File: src/rtl/eth_sw_arb_pkg.sv
// Shared definitions for the Ethernet switch egress arbiter.
// Contents:
//   ARB_NUM_DEF   - default number of requesting queues
//   MAX_ARB       - widest request vector the index helper handles
//   arb_state_e   - packet arbiter FSM states (IDLE, BUSY)
//   onehot_to_idx - binary index of a one-hot vector
package eth_sw_arb_pkg;

    localparam int ARB_NUM_DEF = 8;
    localparam int MAX_ARB     = 32;
    localparam int MAX_IDX_W   = 5;

    typedef enum logic [0:0] {
        IDLE = 1'b0,
        BUSY = 1'b1
    } arb_state_e;

    // Returns the position of the set bit.
    // An all-zero input returns 0.
    // Callers zero-extend their vector to MAX_ARB bits and then narrow the result.
    function automatic logic [MAX_IDX_W-1:0] onehot_to_idx(input logic [MAX_ARB-1:0] oh);
        logic [MAX_IDX_W-1:0] idx;
        idx = {MAX_IDX_W{1'b0}};
        for (int i = 0; i < MAX_ARB; i++) begin
            idx = idx | (oh[i] ? MAX_IDX_W'(i) : {MAX_IDX_W{1'b0}});
        end
        return idx;
    endfunction

endpackage

File: src/rtl/rr_prio_pick.sv
// Combinational wrap-around round-robin picker.
// Selects the first set request bit scanning upward from ptr+1, wrapping to bit 0.
// Ports:
//   req      - request vector (ARB_NUM bits)
//   ptr      - index of the previous winner
//   pick_oh  - one-hot winner (all zero when req is zero)
//   pick_idx - binary index of the winner
// ARB_NUM must not exceed eth_sw_arb_pkg::MAX_ARB.
module rr_prio_pick
    import eth_sw_arb_pkg::*;
#(
    parameter int ARB_NUM = ARB_NUM_DEF,
    parameter int IDX_W   = $clog2(ARB_NUM)
) (
    input  logic [ARB_NUM-1:0] req,
    input  logic [IDX_W-1:0]   ptr,
    output logic [ARB_NUM-1:0] pick_oh,
    output logic [IDX_W-1:0]   pick_idx
);

    logic [ARB_NUM-1:0] mask_s;
    logic [ARB_NUM-1:0] masked_s;
    logic [ARB_NUM-1:0] masked_oh_s;
    logic [ARB_NUM-1:0] unmasked_oh_s;

    // Thermometer mask of the positions strictly above the previous winner.
    always_comb begin
        mask_s = {ARB_NUM{1'b0}};
        for (int i = 0; i < ARB_NUM; i++) begin
            mask_s[i] = (IDX_W'(i) > ptr);
        end
    end

    assign masked_s = req & mask_s;

    // x & -x isolates the lowest set bit.
    assign masked_oh_s   = masked_s & (~masked_s + ARB_NUM'(1'b1));
    assign unmasked_oh_s = req & (~req + ARB_NUM'(1'b1));

    // When nothing is requested above the pointer, the scan wraps.
    // The wrapped winner is then the lowest requester overall.
    assign pick_oh  = (|masked_s) ? masked_oh_s : unmasked_oh_s;
    assign pick_idx = IDX_W'(onehot_to_idx(MAX_ARB'(pick_oh)));

endmodule

File: src/rtl/rr_pkt_arbiter.sv
// Packet-level round-robin arbiter for the egress read path.
// A grant is held from the decision edge until the downstream read signals end of packet.
// Ports:
//   iClk      - clock; all state updates on the rising edge
//   iRst_n    - asynchronous active-low reset
//   iReq      - per-queue requests (already weight-gated)
//   iRdy      - read path can accept a new packet grant
//   iEop      - read of the granted packet completes this cycle
//   oGnt      - one-hot grant, held for the whole packet
//   oGntPulse - one-cycle copy of oGnt in the first grant cycle (charges one weight unit)
//   oGntValid - a grant is active
//   oGntIdx   - binary index of the active grant
module rr_pkt_arbiter
    import eth_sw_arb_pkg::*;
#(
    parameter int ARB_NUM = ARB_NUM_DEF,
    parameter int IDX_W   = $clog2(ARB_NUM)
) (
    input  logic               iClk,
    input  logic               iRst_n,
    input  logic [ARB_NUM-1:0] iReq,
    input  logic               iRdy,
    input  logic               iEop,
    output logic [ARB_NUM-1:0] oGnt,
    output logic [ARB_NUM-1:0] oGntPulse,
    output logic               oGntValid,
    output logic [IDX_W-1:0]   oGntIdx
);

    arb_state_e         state_q, state_d;
    logic [ARB_NUM-1:0] gnt_q, gnt_d;
    logic [ARB_NUM-1:0] pulse_q, pulse_d;
    logic               valid_q, valid_d;
    logic [IDX_W-1:0]   idx_q, idx_d;
    logic [IDX_W-1:0]   last_ptr_q, last_ptr_d;

    logic [ARB_NUM-1:0] pick_req_s;
    logic [ARB_NUM-1:0] pick_oh_s;
    logic [IDX_W-1:0]   pick_idx_s;

    // The current holder is excluded from the scan.
    // In IDLE gnt_q is zero, so every request is eligible.
    // At a back-to-back decision, a lone re-requester falls back to IDLE and
    // is picked again one cycle later.
    assign pick_req_s = iReq & ~gnt_q;

    rr_prio_pick #(
        .ARB_NUM (ARB_NUM),
        .IDX_W   (IDX_W)
    ) u_pick (
        .req      (pick_req_s),
        .ptr      (last_ptr_q),
        .pick_oh  (pick_oh_s),
        .pick_idx (pick_idx_s)
    );

    // Next-state and next-output logic.
    // iRdy and iReq matter only at decision points (IDLE, or BUSY with iEop).
    always_comb begin
        state_d    = state_q;
        gnt_d      = gnt_q;
        pulse_d    = {ARB_NUM{1'b0}};
        valid_d    = valid_q;
        idx_d      = idx_q;
        last_ptr_d = last_ptr_q;
        case (state_q)
            IDLE: begin
                if (iRdy && (|pick_req_s)) begin
                    state_d    = BUSY;
                    gnt_d      = pick_oh_s;
                    pulse_d    = pick_oh_s;
                    valid_d    = 1'b1;
                    idx_d      = pick_idx_s;
                    last_ptr_d = pick_idx_s;
                end else begin
                    state_d = IDLE;
                end
            end
            BUSY: begin
                if (iEop) begin
                    if (iRdy && (|pick_req_s)) begin
                        state_d    = BUSY;
                        gnt_d      = pick_oh_s;
                        pulse_d    = pick_oh_s;
                        valid_d    = 1'b1;
                        idx_d      = pick_idx_s;
                        last_ptr_d = pick_idx_s;
                    end else begin
                        state_d = IDLE;
                        gnt_d   = {ARB_NUM{1'b0}};
                        valid_d = 1'b0;
                        idx_d   = {IDX_W{1'b0}};
                    end
                end else begin
                    state_d = BUSY;
                end
            end
            default: begin
                state_d = IDLE;
                gnt_d   = {ARB_NUM{1'b0}};
                valid_d = 1'b0;
                idx_d   = {IDX_W{1'b0}};
            end
        endcase
    end

    // State and output registers.
    // The pointer resets to the top index so queue 0 wins first.
    always_ff @(posedge iClk or negedge iRst_n) begin
        if (!iRst_n) begin
            state_q    <= IDLE;
            gnt_q      <= {ARB_NUM{1'b0}};
            pulse_q    <= {ARB_NUM{1'b0}};
            valid_q    <= 1'b0;
            idx_q      <= {IDX_W{1'b0}};
            last_ptr_q <= IDX_W'(ARB_NUM - 1);
        end else begin
            state_q    <= state_d;
            gnt_q      <= gnt_d;
            pulse_q    <= pulse_d;
            valid_q    <= valid_d;
            idx_q      <= idx_d;
            last_ptr_q <= last_ptr_d;
        end
    end

    assign oGnt      = gnt_q;
    assign oGntPulse = pulse_q;
    assign oGntValid = valid_q;
    assign oGntIdx   = idx_q;

endmodule

File: config.mk
export PLATFORM = sky130hd
export DESIGN_NAME = rr_pkt_arbiter
export DESIGN_NICKNAME = d
export VERILOG_FILES = /design/src/rtl/eth_sw_arb_pkg.sv /design/src/rtl/rr_prio_pick.sv /design/src/rtl/rr_pkt_arbiter.sv
export SDC_FILE = /design/constraint.sdc
export NUM_CORES = 1
export LEC_CHECK = 0
export CAP_MARGIN = 25
export CORE_UTILIZATION = 25
export CTS_CLUSTER_DIAMETER = 40
export CTS_CLUSTER_SIZE = 10
export DETAILED_ROUTE_END_ITERATION = 8
export HOLD_SLACK_MARGIN = 0.1
export PLACE_DENSITY_LB_ADDON = 0.12
export RECOVER_POWER = 25
export SLEW_MARGIN = 0
export SYNTH_ARGS = -nofsm -noshare
export SYNTH_HDL_FRONTEND = slang
export SYNTH_SLANG_ARGS = --single-unit
File: constraint.sdc
create_clock -name iClk -period 5.8 [get_ports iClk]
set_input_delay 0.58 -clock iClk [delete_from_list [all_inputs] [get_ports iClk]]
set_output_delay 0.58 -clock iClk [all_outputs]
set_load 0.005 [all_outputs]
Word level (Yosys, flattened, before mapping)
Index checks and enable logic that the tools add are counted.
{"block": "word_totals", "out_inout_bits": 20, "inputBits": 12, "register_bits": 24}
{"block": "op_classes", "reduce_logical": 4, "muxes": 27, "eq_ne": 2, "magnitude_cmp": 8, "n_bitwise": 14, "addsub": 2}
{"cell": "8-bit two-way mux", "count": 5}
{"cell": "8-bit AND", "count": 4}
{"cell": "8-bit case mux with 2 select lines", "count": 2}
{"cell": "3-bit two-way mux", "count": 9}
{"cell": "8-bit NOT", "count": 3}
{"cell": "8-bit by 1-bit adder with 8-bit output, second input constant", "count": 2}
{"cell": "8-bit OR reduction", "count": 2}
{"cell": "3-bit greater-than comparator, first input constant", "count": 4}
{"cell": "3-bit bitwise OR", "count": 4}
{"cell": "3-bit case mux with 2 select lines", "count": 2}
{"cell": "1-bit by 3-bit greater-than comparator with 1-bit output, first input constant", "count": 2}
{"cell": "2-bit by 3-bit greater-than comparator with 1-bit output, first input constant", "count": 2}
{"cell": "1-bit two-way mux", "count": 5}
{"cell": "2-bit two-way mux", "count": 2}
{"cell": "2-bit inequality test, second input constant", "count": 2}
{"cell": "1-bit case mux with 2 select lines", "count": 2}
{"cell": "3-bit by 2-bit bitwise OR with 3-bit output", "count": 1}
{"cell": "1-bit by 2-bit bitwise OR with 2-bit output", "count": 1}
{"cell": "2-bit AND reduction", "count": 1}
{"cell": "1-bit logical AND", "count": 1}
{"cell": "1-bit NOT", "count": 1}

Longest topological paths before layout
Gate-level depths: netlist of the first run.
{"block": "depth", "depth_word": 17, "ltp_mapped": 7, "depth_no_buf": 6}

Cells and area by module
A second synthesis of the first run with hierarchy kept.
{"block": "hier_totals", "hier_cells": 138, "area_unflattened_um2": 1328.8}
{"mod": "rr_pkt_arbiter", "area_per_inst_um2": 1007.2, "seq_area_each_um2": 604.3, "cells_each": 88, "n_inst": 1}
{"mod": "rr_prio_pick", "area_per_inst_um2": 321.6, "seq_area_each_um2": 0.0, "cells_each": 50, "n_inst": 1}

Least setup slack after synthesis of the first run
OpenSTA, ideal clock, no wires.
{"block": "synth_timing", "kind": "input port to flip-flop", "startpoint": "in iReq[2]", "endpoint": "reg idx_q[2] (netlist: oGntIdx[2])", "cell_stages": 7, "arrival_ns": 1.901, "t_required_ns": 5.676, "setup_slack_ns": 3.775, "setup_ns": 0.124, "path_cell_list": "nand2b_1 -> nand4_2 -> o41a_1 -> nand2_1 -> buf_4 -> nor2_1 -> a211o_1"}
{"block": "synth_between", "elab_chain_len": 14}
{"element": "start: declaration", "line": "rr_pkt_arbiter.sv:21", "source": "input logic [ARB_NUM-1:0] iReq,"}
{"element": "8-bit AND *", "line": "rr_pkt_arbiter.sv:45", "source": "assign pick_req_s = iReq & ~gnt_q;"}
{"element": "8-bit AND", "line": "rr_prio_pick.sv:34", "source": "assign masked_s = req & mask_s;"}
{"element": "8-bit NOT", "line": "rr_prio_pick.sv:37", "source": "assign masked_oh_s = masked_s & (~masked_s + ARB_NUM'(1'b1));"}
{"element": "8-bit by 1-bit adder with 8-bit output", "line": "rr_prio_pick.sv:37"}
{"element": "8-bit AND", "line": "rr_prio_pick.sv:37"}
{"element": "8-bit two-way mux", "line": "rr_prio_pick.sv:42", "source": "assign pick_oh = (|masked_s) ? masked_oh_s : unmasked_oh_s;"}
{"element": "3-bit two-way mux", "line": "eth_sw_arb_pkg.sv:25", "source": "idx = idx | (oh[i] ? MAX_IDX_W'(i) : {MAX_IDX_W{1'b0}});"}
{"element": "3-bit bitwise OR (4 in a row)", "line": "eth_sw_arb_pkg.sv:25"}
{"element": "3-bit two-way mux", "line": "rr_pkt_arbiter.sv:81", "source": "if (iRdy && (|pick_req_s)) begin"}
{"element": "3-bit two-way mux", "line": "rr_pkt_arbiter.sv:80", "source": "if (iEop) begin"}
{"element": "3-bit case mux with 2 select lines", "line": "rr_pkt_arbiter.sv:66", "source": "case (state_q)"}
{"element": "end signal: assignment", "line": "rr_pkt_arbiter.sv:115", "source": "idx_q <= {IDX_W{1'b0}};"}
{"element": "end signal: assignment", "line": "rr_pkt_arbiter.sv:122", "source": "idx_q <= idx_d;"}
{"element": "end: declaration", "line": "rr_pkt_arbiter.sv:34", "source": "logic [IDX_W-1:0] idx_q, idx_d;"}
Every way passes the cells marked *; elsewhere a longest branch is shown, timed or not. The select of a mux whose other input is x is not followed.
A chain may end at the register's enable or synchronous reset.

Worst setup path in the final report of the first run
{"block": "layout_timing", "startpoint": "in iReq[2]", "endpoint": "reg idx_q[1] (netlist: oGntIdx[1])"}
{"block": "layout_between", "elab_chain_len": 16}
{"element": "8-bit AND *", "line": "rr_pkt_arbiter.sv:45"}
{"element": "8-bit AND", "line": "rr_prio_pick.sv:34"}
{"element": "8-bit NOT", "line": "rr_prio_pick.sv:37"}
{"element": "8-bit by 1-bit adder with 8-bit output", "line": "rr_prio_pick.sv:37"}
{"element": "8-bit AND", "line": "rr_prio_pick.sv:37"}
{"element": "8-bit two-way mux", "line": "rr_prio_pick.sv:42"}
{"element": "2-bit two-way mux", "line": "eth_sw_arb_pkg.sv:25"}
{"element": "1-bit by 2-bit bitwise OR with 2-bit output", "line": "eth_sw_arb_pkg.sv:25"}
{"element": "3-bit by 2-bit bitwise OR with 3-bit output", "line": "eth_sw_arb_pkg.sv:25"}
{"element": "3-bit bitwise OR (4 in a row)", "line": "eth_sw_arb_pkg.sv:25"}
{"element": "3-bit two-way mux", "line": "rr_pkt_arbiter.sv:81"}
{"element": "3-bit two-way mux", "line": "rr_pkt_arbiter.sv:80"}
{"element": "3-bit case mux with 2 select lines", "line": "rr_pkt_arbiter.sv:66"}
Marks and branches as above.

==> load_flow_metrics.sql, run 1 <==
INSERT INTO impl_metrics (metric_group, metric, value, unit) VALUES
('pwr', 'fin_total_pwr', '0.0006801', 'W'),
('pwr', 'ir_worst_vdd', '0.1498', 'mV'),
('setup_path', 'crit_fanout', '11', ''),
('drt', 'drtIter0Drc', '47', ''),
('floorplanning', 'dieHeight', '74.42', 'um'),
('cts', 'tritoncts_buffers', '3', ''),
('floorplanning', 'die_w', '74.42', 'um'),
('drt', 'postRouteAntennaNets', '0', ''),
('setup_path', 'worst-setup-path-type', 'primary input to register', ''),
('floorplanning', 'coreArea', '4880', 'um2'),
('global_route', 'grt_overflow_total', '0', ''),
('pwr', 'power.clock.fraction', '0.156', ''),
('sta', 'max_freq', '391.9', 'MHz'),
('pwr', 'p_comb_frac', '0.443', ''),
('place', 'placedCellCount', '230', ''),
('setup_path', 'worstReg2RegEnd', 'oGntIdx[1]', ''),
('setup_path', 'endpoint', 'oGntIdx[1]', ''),
('setup_path', 'ff_to_ff_path_depth', '6', ''),
('final_layout', 'finish.net_count', '180', ''),
('drt', 'finalWirelength', '3.552', 'mm'),
('pwr', 'netSwitchingPower', '0.0002663', 'W'),
('final_layout', 'most-common-layout-cells', '30 x sky130_fd_sc_hd__clkdlybuf4s50_1, 21 x sky130_fd_sc_hd__dfrtp_1, 16 x sky130_fd_sc_hd__nor2_1, 10 x sky130_fd_sc_hd__nand2_1, 10 x sky130_fd_sc_hd__a21oi_1', ''),
('min_path', 'hold_path_class', 'register to register', ''),
('synth', 'yosys_warnings', '0', ''),
('synth', 'synthDistinctLibCells', '44', ''),
('sta', 'final_critical_path_setup_slack', '3.248', 'ns'),
('setup_path', 'crit_path_cell_trace', 'clkdlybuf4s50_1 > nand2b_1 > nand4_2 > o41a_1 > nand2_1 > nor2_1 > a221o_1', ''),
('final_layout', 'layout.core_utilization', '0.3564', ''),
('synth', 'syn-instance-count', '134', ''),
('setup_path', 'critical_path_start', 'iReq[2]', ''),
('status', 'status', 'finished, final reports clean', ''),
('pwr', 'total_leakage_power', '0.7622', 'nW'),
('final_layout', 'syn2layout_area_growth', '32.63', '%'),
('setup_path', 'crit_required', '5.97', 'ns'),
('global_route', 'grt_antenna_before_repair', '0', ''),
('global_route', 'pin_count_of_the_biggest_net_entering_global_routing', '15', ''),
('synth', 'synth_area_leader_cell', 'sky130_fd_sc_hd__dfrtp_1', ''),
('synth', 'synthesis.nets', '146', ''),
('floorplanning', 'boundaryPins', '32', ''),
('final_layout', 'num_antenna_cells', '0', ''),
('drt', 'detail_route.drc_violations', '0', ''),
('pwr', 'power.share.sequential', '0.401', ''),
('synth', 'synth.cell_area', '1311', 'um2'),
('synth', 'synth_seq_area_share', '0.4609', ''),
('synth', 'synth_edf_count', '0', ''),
('setup_path', 'crit_family', 'simple AND/OR/NAND/NOR gates', ''),
('sta', 'unrepaired_setup_endpoints_after_global_routing', 'no', ''),
('place', 'dp_slack', '2.941', 'ns'),
('sta', 'finalSetupTns', '0', 'ns'),
('floorplanning', 'floorplan.initialDensity', '0.2687', ''),
('drt', 'routed-wl-met3', '200', 'um'),
('synth', 'synth.top_cell.area_share', '0.4008', ''),
('global_route', 'groute.usage.overall', '0.1431', ''),
('sta', 'timing.clock.skew', '0.005112', 'ns'),
('final_layout', 'stdcell_count', '234', ''),
('synth', 'synth_seq_cells', '24', ''),
('synth', 'post_synth.cell_area_avg', '9.786', 'um2'),
('global_route', 'grt_pass1_wl', '5.913', 'mm'),
('pwr', 'intPower', '0.0004138', 'W'),
('cts', 'ctsHoldBuffers', '0', ''),
('setup_path', 'rr_startpoint', 'oGnt[1]', ''),
('sta', 'max_slew.worst_pin.slew', '0.7873', 'ns'),
('setup_path', 'setup_crit_end_kind', 'register', ''),
('final_layout', 'fraction_of_layout_cells_with_a_size_suffix_above_1', '0.1138', ''),
('global_route', 'vias_in_the_first_global_route', '1154', ''),
('cts', 'insertion_delay_to_the_later_sink_of_the_worst_skew_pair', '0.28', 'ns'),
('drt', 'route.layer.met1.wl', '1.647', 'mm'),
('drt', 'top_layer', 'met4', ''),
('sta', 'slew-limit-headroom', '0.4751', ''),
('flow_run', 'cap_viol_max_count', '0', ''),
('pwr', 'sw_frac_of_total', '0.3916', '');
cell usage after synthesis, types with 2 or more instances:
library cell / n
sky130_fd_sc_hd__dfstp_2: 3
sky130_fd_sc_hd__o41ai_1: 2
sky130_fd_sc_hd__a21o_1: 8
sky130_fd_sc_hd__nor2_1: 16
sky130_fd_sc_hd__nand2b_1: 8
sky130_fd_sc_hd__a211oi_1: 2
sky130_fd_sc_hd__o21ai_0: 4
sky130_fd_sc_hd__a21oi_1: 10
sky130_fd_sc_hd__nor2b_1: 5
sky130_fd_sc_hd__nor3_1: 7
sky130_fd_sc_hd__dfrtp_1: 21
sky130_fd_sc_hd__nand3_1: 3
sky130_fd_sc_hd__nor4_1: 2
sky130_fd_sc_hd__nand2_1: 10
sky130_fd_sc_hd__buf_2: 3
sky130_fd_sc_hd__a31oi_1: 2
cell families after synthesis:
family                 count (synthesis)  synth area share
AO/OA/AOI/OAI                         42            0.2529
buffers and inverters                  5           0.02003
flip-flops                            24            0.4609
multiplexers                           1          0.007634
AND/OR/NAND/NOR                       62            0.2586
how the worst min path moves through the flow:
stage                     from          to  slack [ns]  depth (start not counted)
floorplan               iRst_n  oGntIdx[0]        0.28                          0
detailed placement  oGntIdx[0]  oGntIdx[0]        0.48                          1
CTS                    state_q   oGntValid        0.50                          1
finish                 state_q   oGntValid        0.49                          1
global placement    oGntIdx[0]  oGntIdx[0]        0.47                          1
global route        oGntIdx[0]  oGntIdx[0]        0.52                          1
worst reg2reg max path: cells and delay by family (launching register included):
| kind | cells | cell delay (ns) |
|---|---|---|
| AO/OA/AOI/OAI | 2 | 0.78 |
| flip-flops | 1 | 0.40 |
| AND/OR/NAND/NOR | 4 | 0.97 |
layout make-up:
class / instances / area (um2)
inverters: 1 / 3.754
fillers: 512 / 3141
repair buffers: 33 / 321.6
flip-flops and latches: 24 / 604.3
multi-input cells: 105 / 680.7
well taps: 67 / 83.83
clock buffers: 4 / 45.04
flip-flops by register name, summed over array words and instances, names as in the netlist:
register and count:
oGntIdx 3, state_q 1, oGntValid 1, oGntPulse 8, oGnt 8, last_ptr_q 3
power groups by stage:
stage | registers (W) | logic [W] | clock network (W)
2_1_floorplan | 0.000246 | 0.000210 | 0
6_report | 0.000273 | 0.000301 | 0.000106
3_5_place_dp | 0.000276 | 0.000302 | 0
4_1_cts | 0.000274 | 0.000304 | 0.000110
3_3_place_gp | 0.000277 | 0.000308 | 0
5_1_grt | 0.000280 | 0.000335 | 0.000116
layer usage:
metal / vias to the layer above / track usage
met4: 0 / 0.06499
li1: 568 / -
met2: 37 / 0.2202
met1: 567 / 0.1971
met5: - / 0
met3: 5 / 0.02304
through the flow:
stage / instance area [um2] / hold slack, ns
floorplan: 1311 / 0.2844
global placement: 1683 / 0.4672
detailed placement: 1705 / 0.4762
CTS: 1750 / 0.4960
global route: 1739 / 0.5185
finish: 1739 / 0.4928
Note: power is estimated with default switching activity, not from simulation.
==> inputs of run 2 (changes only) <==
- clock period: 5.8 -> 2.4 ns (I/O delays scaled with it)
==> load_flow_metrics.sql, run 2 (same netlist as run 1, synthesis figures left out) <==
INSERT INTO impl_metrics (metric_group, metric, value, unit) VALUES
('global_route', 'grt_antenna_before_repair', '0', ''),
('cts', 'insertion_delay_to_the_later_sink_of_the_worst_skew_pair', '0.27', 'ns'),
('place', 'port_buffers', '31', ''),
('place', 'placedCellCount', '236', ''),
('sta', 'max_freq', '459.1', 'MHz'),
('final_layout', 'layout.core_utilization', '0.3656', ''),
('cts', 'clockBufferDepth', '2', ''),
('setup_path', 'crit_fanout', '11', ''),
('final_layout', 'most-common-layout-cells', '30 x sky130_fd_sc_hd__clkdlybuf4s50_1, 21 x sky130_fd_sc_hd__dfrtp_1, 16 x sky130_fd_sc_hd__nor2_1, 10 x sky130_fd_sc_hd__nand2_1, 10 x sky130_fd_sc_hd__a21oi_1', ''),
('global_route', 'vias_in_the_first_global_route', '1158', ''),
('floorplanning', 'die_w', '74.42', 'um'),
('cts', 'post_cts.resized_instances', '0', ''),
('drt', 'vias_per_cell', '5.046', ''),
('global_route', 'groute.usage.overall', '0.1376', ''),
('sta', 'drv_slew', '0', ''),
('floorplanning', 'coreArea', '4880', 'um2'),
('final_layout', 'fraction_of_layout_cells_with_a_size_suffix_above_1', '0.1445', ''),
('global_route', 'grt_pass1_wl', '5.733', 'mm'),
('drt', 'finalWirelength', '3.568', 'mm'),
('final_layout', 'finish.net_count', '186', ''),
('pwr', 'ir_worst_vdd', '0.3053', 'mV'),
('sta', 'finalCritPeriodShare', '0.9075', ''),
('setup_path', 'slowest_stage', 'sky130_fd_sc_hd__dfstp_2', ''),
('sta', 'finalSetupTns', '0', 'ns'),
('setup_path', 'crit_required', '2.61', 'ns'),
('status', 'status', 'finished, final reports clean', ''),
('drt', 'detail_route.drc_violations', '0', ''),
('global_route', 'pin_count_of_the_biggest_net_entering_global_routing', '25', ''),
('floorplanning', 'die_area', '5538', 'um2'),
('global_route', 'grt_overflow_total', '0', ''),
('sta', 'setup_viol_count_final', '0', ''),
('global_route', 'globalRouteMet3Util', '0.02710', ''),
('setup_path', 'crit_path_cell_trace', 'or3b_1 > a31oi_4 > nor4_2 > a21oi_1 > nor3_1 > a21o_1', ''),
('drt', 'route.vias.total', '1211', ''),
('setup_path', 'worst_path_arrival', '2.39', 'ns'),
('drt', 'detailedRoute.firstPassIterationCount', '4', ''),
('global_route', 'groute.layer.met2.usage', '0.2122', ''),
('setup_path', 'setup_crit_end_kind', 'register', ''),
('cts', 'tritoncts_buffers', '3', ''),
('setup_path', 'rr_startpoint', 'last_ptr_q[1]', ''),
('setup_path', 'worstReg2RegEnd', 'oGnt[4]', ''),
('pwr', 'total_leakage_power', '0.7896', 'nW'),
('cts', 'ctsHoldBuffers', '0', ''),
('setup_path', 'worst-setup-path-type', 'register to register', ''),
('final_layout', 'stdcell_count', '240', ''),
('final_layout', 'syn2layout_area_growth', '36.07', '%'),
('setup_path', 'endpoint', 'oGnt[4]', ''),
('final_layout', 'num_antenna_cells', '0', ''),
('global_route', 'global_route.usage.met1', '0.1883', ''),
('cts', 'path_clk_slew', '0.09', 'ns'),
('floorplanning', 'dieHeight', '74.42', 'um'),
('setup_path', 'reg2reg_setup_slack', '0.22', 'ns'),
('cts', 'tritoncts', 'done', ''),
('sta', 'max_slew.worst_pin.slew', '1.328', 'ns'),
('drt', 'drtIter0Drc', '75', ''),
('place', 'dp.final_hpwl', '2.664', 'mm'),
('sta', 'slew-limit-headroom', '0.1149', ''),
('floorplanning', 'boundaryPins', '32', ''),
('cts', 'clock_sinks', '24', ''),
('pwr', 'fin_total_pwr', '0.001661', 'W'),
('cts', 'htree_num_levels', '1', ''),
('setup_path', 'critical_path_start', 'last_ptr_q[1]', ''),
('final_layout', 'layout_commonest_cell', 'sky130_fd_sc_hd__clkdlybuf4s50_1', ''),
('place', 'place_congestion', '0.8562', ''),
('floorplanning', 'floorplan.initialDensity', '0.2687', ''),
('setup_path', 'startpoint_type', 'register', ''),
('pwr', 'power.density_cell_area', '931.0', 'nW/um2'),
('cts', 'cts_setup_buffers', '0', ''),
('sta', 'unrepaired_setup_endpoints_after_global_routing', 'no', ''),
('min_path', 'hold_path_class', 'register to register', ''),
('flow_run', 'cap_viol_max_count', '0', ''),
('cts', 'clockRootBuffer', 'sky130_fd_sc_hd__clkbuf_8', ''),
('drt', 'routedWlPerCell', '14.87', 'um'),
('sta', 'timing.final.hold_violations', '0', ''),
('sta', 'timing.clock.skew', '0.006600', 'ns'),
('drt', 'postRouteAntennaNets', '0', ''),
('floorplanning', 'row_count', '25', ''),
('setup_path', 'cpPeakStageDelay', '0.67', 'ns'),
('global_route', 'grt_busiest_layer', 'met2', ''),
('final_layout', 'nFillCells', '518', ''),
('setup_path', 'ff_to_ff_path_depth', '6', ''),
('sta', 'period_minus_slack', '2.178', 'ns');
[run 2: metal layers]
metal,vias to the layer above,wire (um)
li1,573,-
met1,578,1664
met2,56,1636
met3,4,232
met4,0,34
met5,-,0
[run 2: metrics by stage]
step                hold WS, ns  worst slack (ns)  instance area (um2)
floorplan              -0.05559            0.5308                 1311
detailed placement       0.4650            0.1883                 1743
global route             0.5123           0.06520                 1784
CTS                      0.3404            0.2469                 1788
finish                   0.4865            0.2220                 1784
global placement         0.4631            0.2243                 1743
[run 2: how the worst min path moves through the flow]
stage	depth (start not counted)	end	startpoint
after floorplan	0	oGntIdx[0]	iRst_n
after global placement	1	oGntIdx[0]	oGntIdx[0]
after detailed placement	1	oGntIdx[0]	oGntIdx[0]
after CTS	2	oGntPulse[4]	iRst_n
after global routing	1	oGntIdx[0]	oGntIdx[0]
final	1	oGntIdx[0]	oGntIdx[0]
[run 2: power by group]
group	internal (W)	switching [W]	leakage, nW
registers	0.000520	0.000118	0.312
clock network	0.000119	0.000133	0.0228
logic	0.000382	0.000389	0.455
[run 2: final cells by class]
type	count	area [um2]	share of cell area
Timing Repair Buffer	39	366.6	0.2055
Tap cell	67	83.83	0.04698
Clock buffer	4	45.04	0.02525
Sequential cell	24	604.3	0.3387
Multi-Input combinational cell	105	680.7	0.3815
Inverter	1	3.754	0.002104
[run 2: critical path, delay by kind of cell (launching register included)]
kind,cells,cell delay [ns]
AO/OA/AOI/OAI,3,0.39
flip-flops,1,0.67
AND/OR/NAND/NOR,3,1.05
